**src/rtl/switchbox_config_loader_pkg.sv**
```systemverilog
// rtl/switchbox_config_loader_pkg.sv - shared states, default widths and sizing helpers for the switch box config loader
package switchbox_config_loader_pkg;

    localparam int SB_CONFIG_WIDTH   = 112;
    localparam int CONFIG_WORD_WIDTH = 8;

    typedef enum logic [1:0] {
        IDLE   = 2'd0,
        LOAD   = 2'd1,
        COMMIT = 2'd2
    } loader_state_t;

    function automatic int num_words(input int config_width, input int word_width);
        return (config_width + word_width - 1) / word_width;
    endfunction

    // A single-word frame still needs a one-bit counter.
    function automatic int count_width(input int words);
        return (words > 1) ? $clog2(words) : 1;
    endfunction

endpackage

```
**src/rtl/config_shadow_register.sv**
```systemverilog
// rtl/config_shadow_register.sv - word-addressed shadow frame plus the committed copy driven to the switch box
module config_shadow_register
    import switchbox_config_loader_pkg::*;
#(
    parameter int CONFIG_WIDTH = SB_CONFIG_WIDTH,
    parameter int WORD_WIDTH   = CONFIG_WORD_WIDTH,
    parameter int COUNT_WIDTH  = count_width(num_words(CONFIG_WIDTH, WORD_WIDTH))
) (
    input  logic                    clock,
    input  logic                    reset,
    input  logic                    write_en,
    input  logic [COUNT_WIDTH-1:0]  write_index,
    input  logic [WORD_WIDTH-1:0]   write_word,
    input  logic                    commit,
    output logic [CONFIG_WIDTH-1:0] config_out
);

    logic [CONFIG_WIDTH-1:0] shadow;

    // Bits of the last word that fall beyond CONFIG_WIDTH simply have no home.
    always_ff @(posedge clock or posedge reset) begin
        if (reset) begin
            shadow <= '0;
        end else if (write_en) begin
            for (int b = 0; b < CONFIG_WIDTH; b++) begin
                if (int'(write_index) == (b / WORD_WIDTH)) begin
                    shadow[b] <= write_word[b % WORD_WIDTH];
                end
            end
        end
    end

    always_ff @(posedge clock or posedge reset) begin
        if (reset) begin
            config_out <= '0;
        end else if (commit) begin
            config_out <= shadow;
        end
    end

endmodule

```
**src/rtl/switchbox_config_loader.sv**
```systemverilog
// rtl/switchbox_config_loader.sv - loads a bitstream frame word by word and commits it to a switch box
module switchbox_config_loader
    import switchbox_config_loader_pkg::*;
#(
    parameter int CONFIG_WIDTH = SB_CONFIG_WIDTH,
    parameter int WORD_WIDTH   = CONFIG_WORD_WIDTH
) (
    input  logic                    clock,
    input  logic                    reset,
    input  logic                    start,
    input  logic [WORD_WIDTH-1:0]   word_in,
    input  logic                    word_valid,
    output logic                    word_ready,
    output logic [CONFIG_WIDTH-1:0] config_out,
    output logic                    config_loaded,
    output logic                    busy,
    output logic                    done
);

    localparam int NUM_WORDS   = num_words(CONFIG_WIDTH, WORD_WIDTH);
    localparam int COUNT_WIDTH = count_width(NUM_WORDS);
    localparam logic [COUNT_WIDTH-1:0] LAST_INDEX = COUNT_WIDTH'(NUM_WORDS - 1);

    loader_state_t          state, state_next;
    logic [COUNT_WIDTH-1:0] count, count_next;
    logic                   transfer;
    logic                   commit_now;
    logic                   done_q;
    logic                   loaded_q;

    // Handshake and status come straight from state so inputs never reach outputs combinationally.
    assign word_ready    = (state == LOAD);
    assign busy          = (state != IDLE);
    assign transfer      = word_ready && word_valid;
    assign commit_now    = (state == COMMIT);
    assign done          = done_q;
    assign config_loaded = loaded_q;

    always_ff @(posedge clock or posedge reset) begin
        if (reset) begin
            state <= IDLE;
            count <= '0;
        end else begin
            state <= state_next;
            count <= count_next;
        end
    end

    always_comb begin
        state_next = state;
        count_next = count;
        case (state)
            IDLE: begin
                if (start) begin
                    state_next = LOAD;
                    count_next = '0;
                end
            end
            LOAD: begin
                if (transfer) begin
                    if (count == LAST_INDEX) begin
                        state_next = COMMIT;
                    end else begin
                        count_next = count + COUNT_WIDTH'(1);
                    end
                end
            end
            COMMIT: begin
                state_next = IDLE;
            end
            default: begin
                state_next = IDLE;
            end
        endcase
    end

    always_ff @(posedge clock or posedge reset) begin
        if (reset) begin
            done_q   <= 1'b0;
            loaded_q <= 1'b0;
        end else begin
            done_q <= commit_now;
            if (commit_now) begin
                loaded_q <= 1'b1;
            end
        end
    end

    config_shadow_register #(
        .CONFIG_WIDTH (CONFIG_WIDTH),
        .WORD_WIDTH   (WORD_WIDTH),
        .COUNT_WIDTH  (COUNT_WIDTH)
    ) u_shadow (
        .clock       (clock),
        .reset       (reset),
        .write_en    (transfer),
        .write_index (count),
        .write_word  (word_in),
        .commit      (commit_now),
        .config_out  (config_out)
    );

endmodule

```
**config.mk**
```make
export PLATFORM = sky130hd
export DESIGN_NAME = switchbox_config_loader
export DESIGN_NICKNAME = d
export VERILOG_FILES = /design/src/rtl/switchbox_config_loader_pkg.sv /design/src/rtl/config_shadow_register.sv /design/src/rtl/switchbox_config_loader.sv
export SDC_FILE = /design/constraint.sdc
export NUM_CORES = 1
export LEC_CHECK = 0
export ABC_AREA = 0
export BUFFER_PORTS_ARGS = -buffer_cell sky130_fd_sc_hd__buf_4
export CORE_MARGIN = 2
export CORE_UTILIZATION = 37
export CTS_CLUSTER_SIZE = 16
export DETAILED_ROUTE_END_ITERATION = 12
export GPL_TIMING_DRIVEN = 0
export SYNTH_ARGS = -nofsm -noshare
export SYNTH_HDL_FRONTEND = slang
export SYNTH_SLANG_ARGS = --single-unit
```
**constraint.sdc**
```tcl
create_clock -name clock -period 8.56 [get_ports clock]
set_input_delay 0.856 -clock clock [delete_from_list [all_inputs] [get_ports clock]]
set_output_delay 0.856 -clock clock [all_outputs]
set_load 0.005 [all_outputs]
```
; Word level (Yosys, flattened, before mapping)
; Index checks and enable logic that the tools add are counted.
[op_classes]
mux = 8
reduce_logical = 21
add_sub_neg = 1
eq_ne = 20
[op_table]
columns = op, count
row1 = $eq A4 B4 Y1 const B, 9
row2 = $reduce_and A2 Y1, 14
row3 = $eq A4 B3 Y1 const B, 4
row4 = $mux W4, 3
row5 = $pmux W4 S2, 1
row6 = $mux W2, 3
row7 = $add A4 B1 Y4 const B, 1
row8 = $eq A4 B2 Y1 const B, 1
row9 = $logic_not A4 Y1, 1
row10 = $ne A2 B1 Y1 const B, 2
row11 = $ne A2 B2 Y1 const B, 2
row12 = $pmux W2 S2, 1
row13 = $reduce_and A4 Y1, 1
row14 = $reduce_bool A2 Y1, 2
row15 = $reduce_and A3 Y1, 1
row16 = $eq A2 B1 Y1 const B, 1
row17 = $eq A2 B2 Y1 const B, 1
row18 = $logic_not A2 Y1, 1
row19 = $logic_and A1 B1 Y1, 1
[totals]
in_bits = 12
elab_cells = 69
out_inout_bits = 116
ff_bits = 232

; Depth between registers and ports, before layout
[depth]
word_depth = 4
depth_mapped = 6
ltp_nobuf = 5

; By module
; A second synthesis with hierarchy kept.
[hier_totals]
hier_cells = 540
hier_area_um2 = 8837.2
[by_module_without_submodules]
columns = mod, seq_area_each_um2, cells_each, area_each_um2, instances
row1 = config_shadow_register, 5605.4, 496, 8390.5, 1
row2 = switchbox_config_loader, 200.2, 44, 446.7, 1

; Worst setup path before layout
; No wires, ideal clock.
[synth_timing]
path_type = input-to-reg
startpoint = input port word_valid
endpoint = register u_shadow.shadow[16]
n_path_buf = 2
setup_ns = 0.125
t_arrival_ns = 2.135
path_stages = 5
slack_ns = 6.300
required_ns = 8.435
path_cell_list = buf_2 or4b_1 buf_2 nor2_8 mux2_2
[synth_via]
elab_chain_cells = 2
[synth_rtl]
columns = item, line_no
row1 = "start, declared", switchbox_config_loader.sv:12  ; input logic word_valid,
row2 = $logic_and A1 B1 Y1, switchbox_config_loader.sv:34  ; assign transfer = word_ready && word_valid;
row3 = $reduce_and A2 Y1 (no line), n/a
row4 = "end signal, assigned by index", config_shadow_register.sv:27  ; shadow[b] <= write_word[b % WORD_WIDTH];
row5 = "end, declared", config_shadow_register.sv:18  ; logic [CONFIG_WIDTH-1:0] shadow;
; No other way between the ends.
; A chain may end at the register's enable or synchronous reset.

; Worst setup path in the final report
[layout_timing]
startpoint = register state[1]
endpoint = output port busy
[layout_via]
elab_chain_cells = 1
[layout_rtl]
columns = item, line_no
row1 = "start, declared", switchbox_config_loader.sv:24  ; loader_state_t state, state_next;
row2 = "start signal, assigned", switchbox_config_loader.sv:44  ; state <= state_next;
row3 = $reduce_bool A2 Y1, switchbox_config_loader.sv:33  ; assign busy = (state != IDLE);
row4 = "end, declared", switchbox_config_loader.sv:16  ; output logic busy,
; No other way between the ends.

==> results.md <==
- Mapped Nets: 553
- Tot Pwr: 3.66 mW
- DIE WIDTH: 160 µm
- Final Cycle Share: 30.9%
- Top Ports: 128
- CP Capture Type: primary output
- CTS tree: yes
- Reg2Reg Depth: 5
- Synth unique cells: 33
- DR pass1 iterations: 4
- Hold buffers post-CTS: 0
- Root buffer cell: clkbuf_16
- Synthesis-stage register bit count: 232
- Full die area: 25400 µm²
- First-pass GRT wire length: 31100 µm
- Ys flop type: dfrtp_1
- Share of layout cells above drive strength 1: 59.9%
- Top-area cell type share of the netlist area: 64.9%
- Worst-margin pin slew: 0.918 ns
- Pin count of the biggest net entering global routing: 121
- H-tree depth: 1
- Sequential-to-total area share from yosys stat: 64.9%
- Post-CTS Resized: 0
- Post-CTS setup buffer count: 0
- Finished Core Util: 47.2%
- Antenna violations before repair: 0
- CP arrival: 1.79 ns
- Total core area: 23600 µm²
- Reg2Reg Launch Point: state[0]
- Row count: 56
- DRT iter0 DRCs: 165
- Maximum root-to-sink buffer count: 3
- Drt drc: 0
- R2r endpoint: u_shadow.config_out[94]
- Worst-path clk slew: 0.06 ns
- EDFF count, synth: 0
- Post-synth top area cell: dfrtp_1
- Final HPWL DP: 12800 µm
- Hold Fails Final Rpt: 0
- Diodes inserted: 0
- PwrDens: 329 nW/µm²
- Worst skew pair latency: 0.51 ns
- Vias in the first global route: 5423
- Syn Area/Cell: 16.7 µm²
- Final worst path period need: 2.65 ns
- GR Overflow Total: 0
- Synth Warn #: 0
- Routed WL per cell: 19.1 µm
- Via count: 4912
- # clock sinks: 232
- Headroom to the max-slew limit: 38.8%
- Vias per Instance: 4.79
- Detail Route Antenna Nets: 0
- Worst setup path startpoint: state[1]
- Wirelength, routed: 19500 µm
- Fmax: 377 MHz
- Leakage: 5.51 nW
- Worst setup endpoint: busy
- Gpl congestion: 0.783
- WP data required: 7.70 ns
- Peak VDD IR: 125 µV
- Status: finished, final reports clean
- RSZ-0062 raised after global routing: false
- Num CTS Buffers: 24
- Max-Cap Viols: 0
- Reg2Reg Setup Slack: 6.36 ns
- Min-delay worst type: input port to asynchronous set/reset pin
- Top cells by instance count after synthesis: dfrtp_1, mux2_2, buf_2, clkbuf_1
- Initial Util: 37.9%
- Crit path max fanout: 10
- Buffers on Ports: 126
- Total track usage: 15.5%
- Top-count cell post-synth: dfrtp_1
- Final slew viol count: 0
- Post-layout nets: 706
- Synth area leaders: dfrtp_1, mux2_2, nor4_4
- Setup Skew: 0.0101 ns
- Synth async-reset ratio: 100%
- Setup violations, final: 0
- Setup crit start kind: flop
- CP Class: flop to primary output
- Die Y: 160 µm
- Cells after Synth: 537
- Synthesized area: 8950 µm²
- Area Growth Syn to Fin: 24.4%
[flip-flops by register name (all words and copies together), names as in the netlist]
name	count
u_shadow.config_out	112
count	4
config_loaded	1
done	1
u_shadow.shadow	112
state	2
[worst max-delay path: stages (launching register included)]
cell	delay [ns]
dfrtp_1	0.37
buf_6	0.14
clkbuf_1	0.26
or2_2	0.37
buf_4	0.14
[kinds of logic after synthesis]
| family | after synthesis | synth area share [%] |
|---|---|---|
| AO/OA/AOI/OAI | 8 | 0.671 |
| adder cells (fa/ha/maj) | 4 | 0.559 |
| buffers and inverters | 33 | 1.85 |
| flip-flops | 232 | 64.9 |
| multiplexers | 226 | 28.4 |
| AND/OR/NAND/NOR | 34 | 3.62 |
[how the worst min path moves through the flow]
stage | endpoint | slack [ns] | start | cells past startpoint
after floorplan | config_loaded | 0.46 | config_loaded | 1
after global placement | config_loaded | 0.45 | config_loaded | 1
after detailed placement | config_loaded | 0.46 | config_loaded | 1
after CTS | config_loaded | 0.47 | config_loaded | 1
after global routing | config_loaded | 0.48 | config_loaded | 1
final | u_shadow.shadow[61] | 0.47 | reset | 2
[area by class of cell]
| class | instances | area [µm²] |
|---|---|---|
| Multi-Input combinational cell | 272 | 2980 |
| Clock inverter | 2 | 35.0 |
| Buffer | 28 | 146 |
| Inverter | 5 | 26.3 |
| Fill cell | 2052 | 12500 |
| Clock buffer | 40 | 772 |
| Tap cell | 319 | 399 |
| Timing Repair Buffer | 127 | 973 |
| Sequential cell | 232 | 5810 |
[metrics by stage]
| stage | hold slack [ns] | cell area, µm² | std cells | setup slack, ns | TNS, ns |
|---|---|---|---|---|---|
| 3_5_place_dp | 0.457 | 10300 | 983 | 6.04 | 0 |
| 2_1_floorplan | 0.465 | 8950 | 537 | 1.34 | 0 |
| 6_report | 0.466 | 11100 | 1025 | 5.91 | 0 |
| 5_1_grt | 0.484 | 11100 | 1025 | 5.83 | 0 |
| 3_3_place_gp | 0.453 | 10300 | 982 | -0.626 | -141.46 |
| 4_1_cts | 0.471 | 11100 | 1025 | 5.87 | 0 |
[routing by layer]
metal,share of wire (%),routed length (µm),global-route usage [%],vias up
li1,-,-,-,2201
met1,44,8560,20.4,2581
met2,50,9830,26.5,100
met3,3.8,751,2.47,30
met4,2.1,406,4.38,0
met5,0,0,0,-
[where the power goes]
| part | leakage (nW) | total [mW] | switching [mW] | internal, mW |
|---|---|---|---|---|
| logic | 2.07 | 0.887 | 0.336 | 0.551 |
| clock network | 0.398 | 1.05 | 0.406 | 0.639 |
| registers | 3.04 | 1.73 | 0.223 | 1.51 |
| total | 5.51 | 3.66 | 0.965 | 2.70 |
[cell usage in the layout (no fill, tap or decap), types with 3 or more instances in the layout]
master | Yosys | final
clkbuf_8 | 0 | 9
nor2_8 | 3 | 3
buf_6 | 3 | 3
ha_1 | 4 | 4
nand2_1 | 5 | 5
buf_4 | 0 | 126
clkbuf_1 | 10 | 16
nor4_4 | 4 | 4
nor2_2 | 4 | 4
dfrtp_1 | 232 | 232
buf_2 | 15 | 15
inv_1 | 5 | 4
clkbuf_16 | 0 | 25
mux2_2 | 224 | 224
Power figures use the tool's default switching activity.
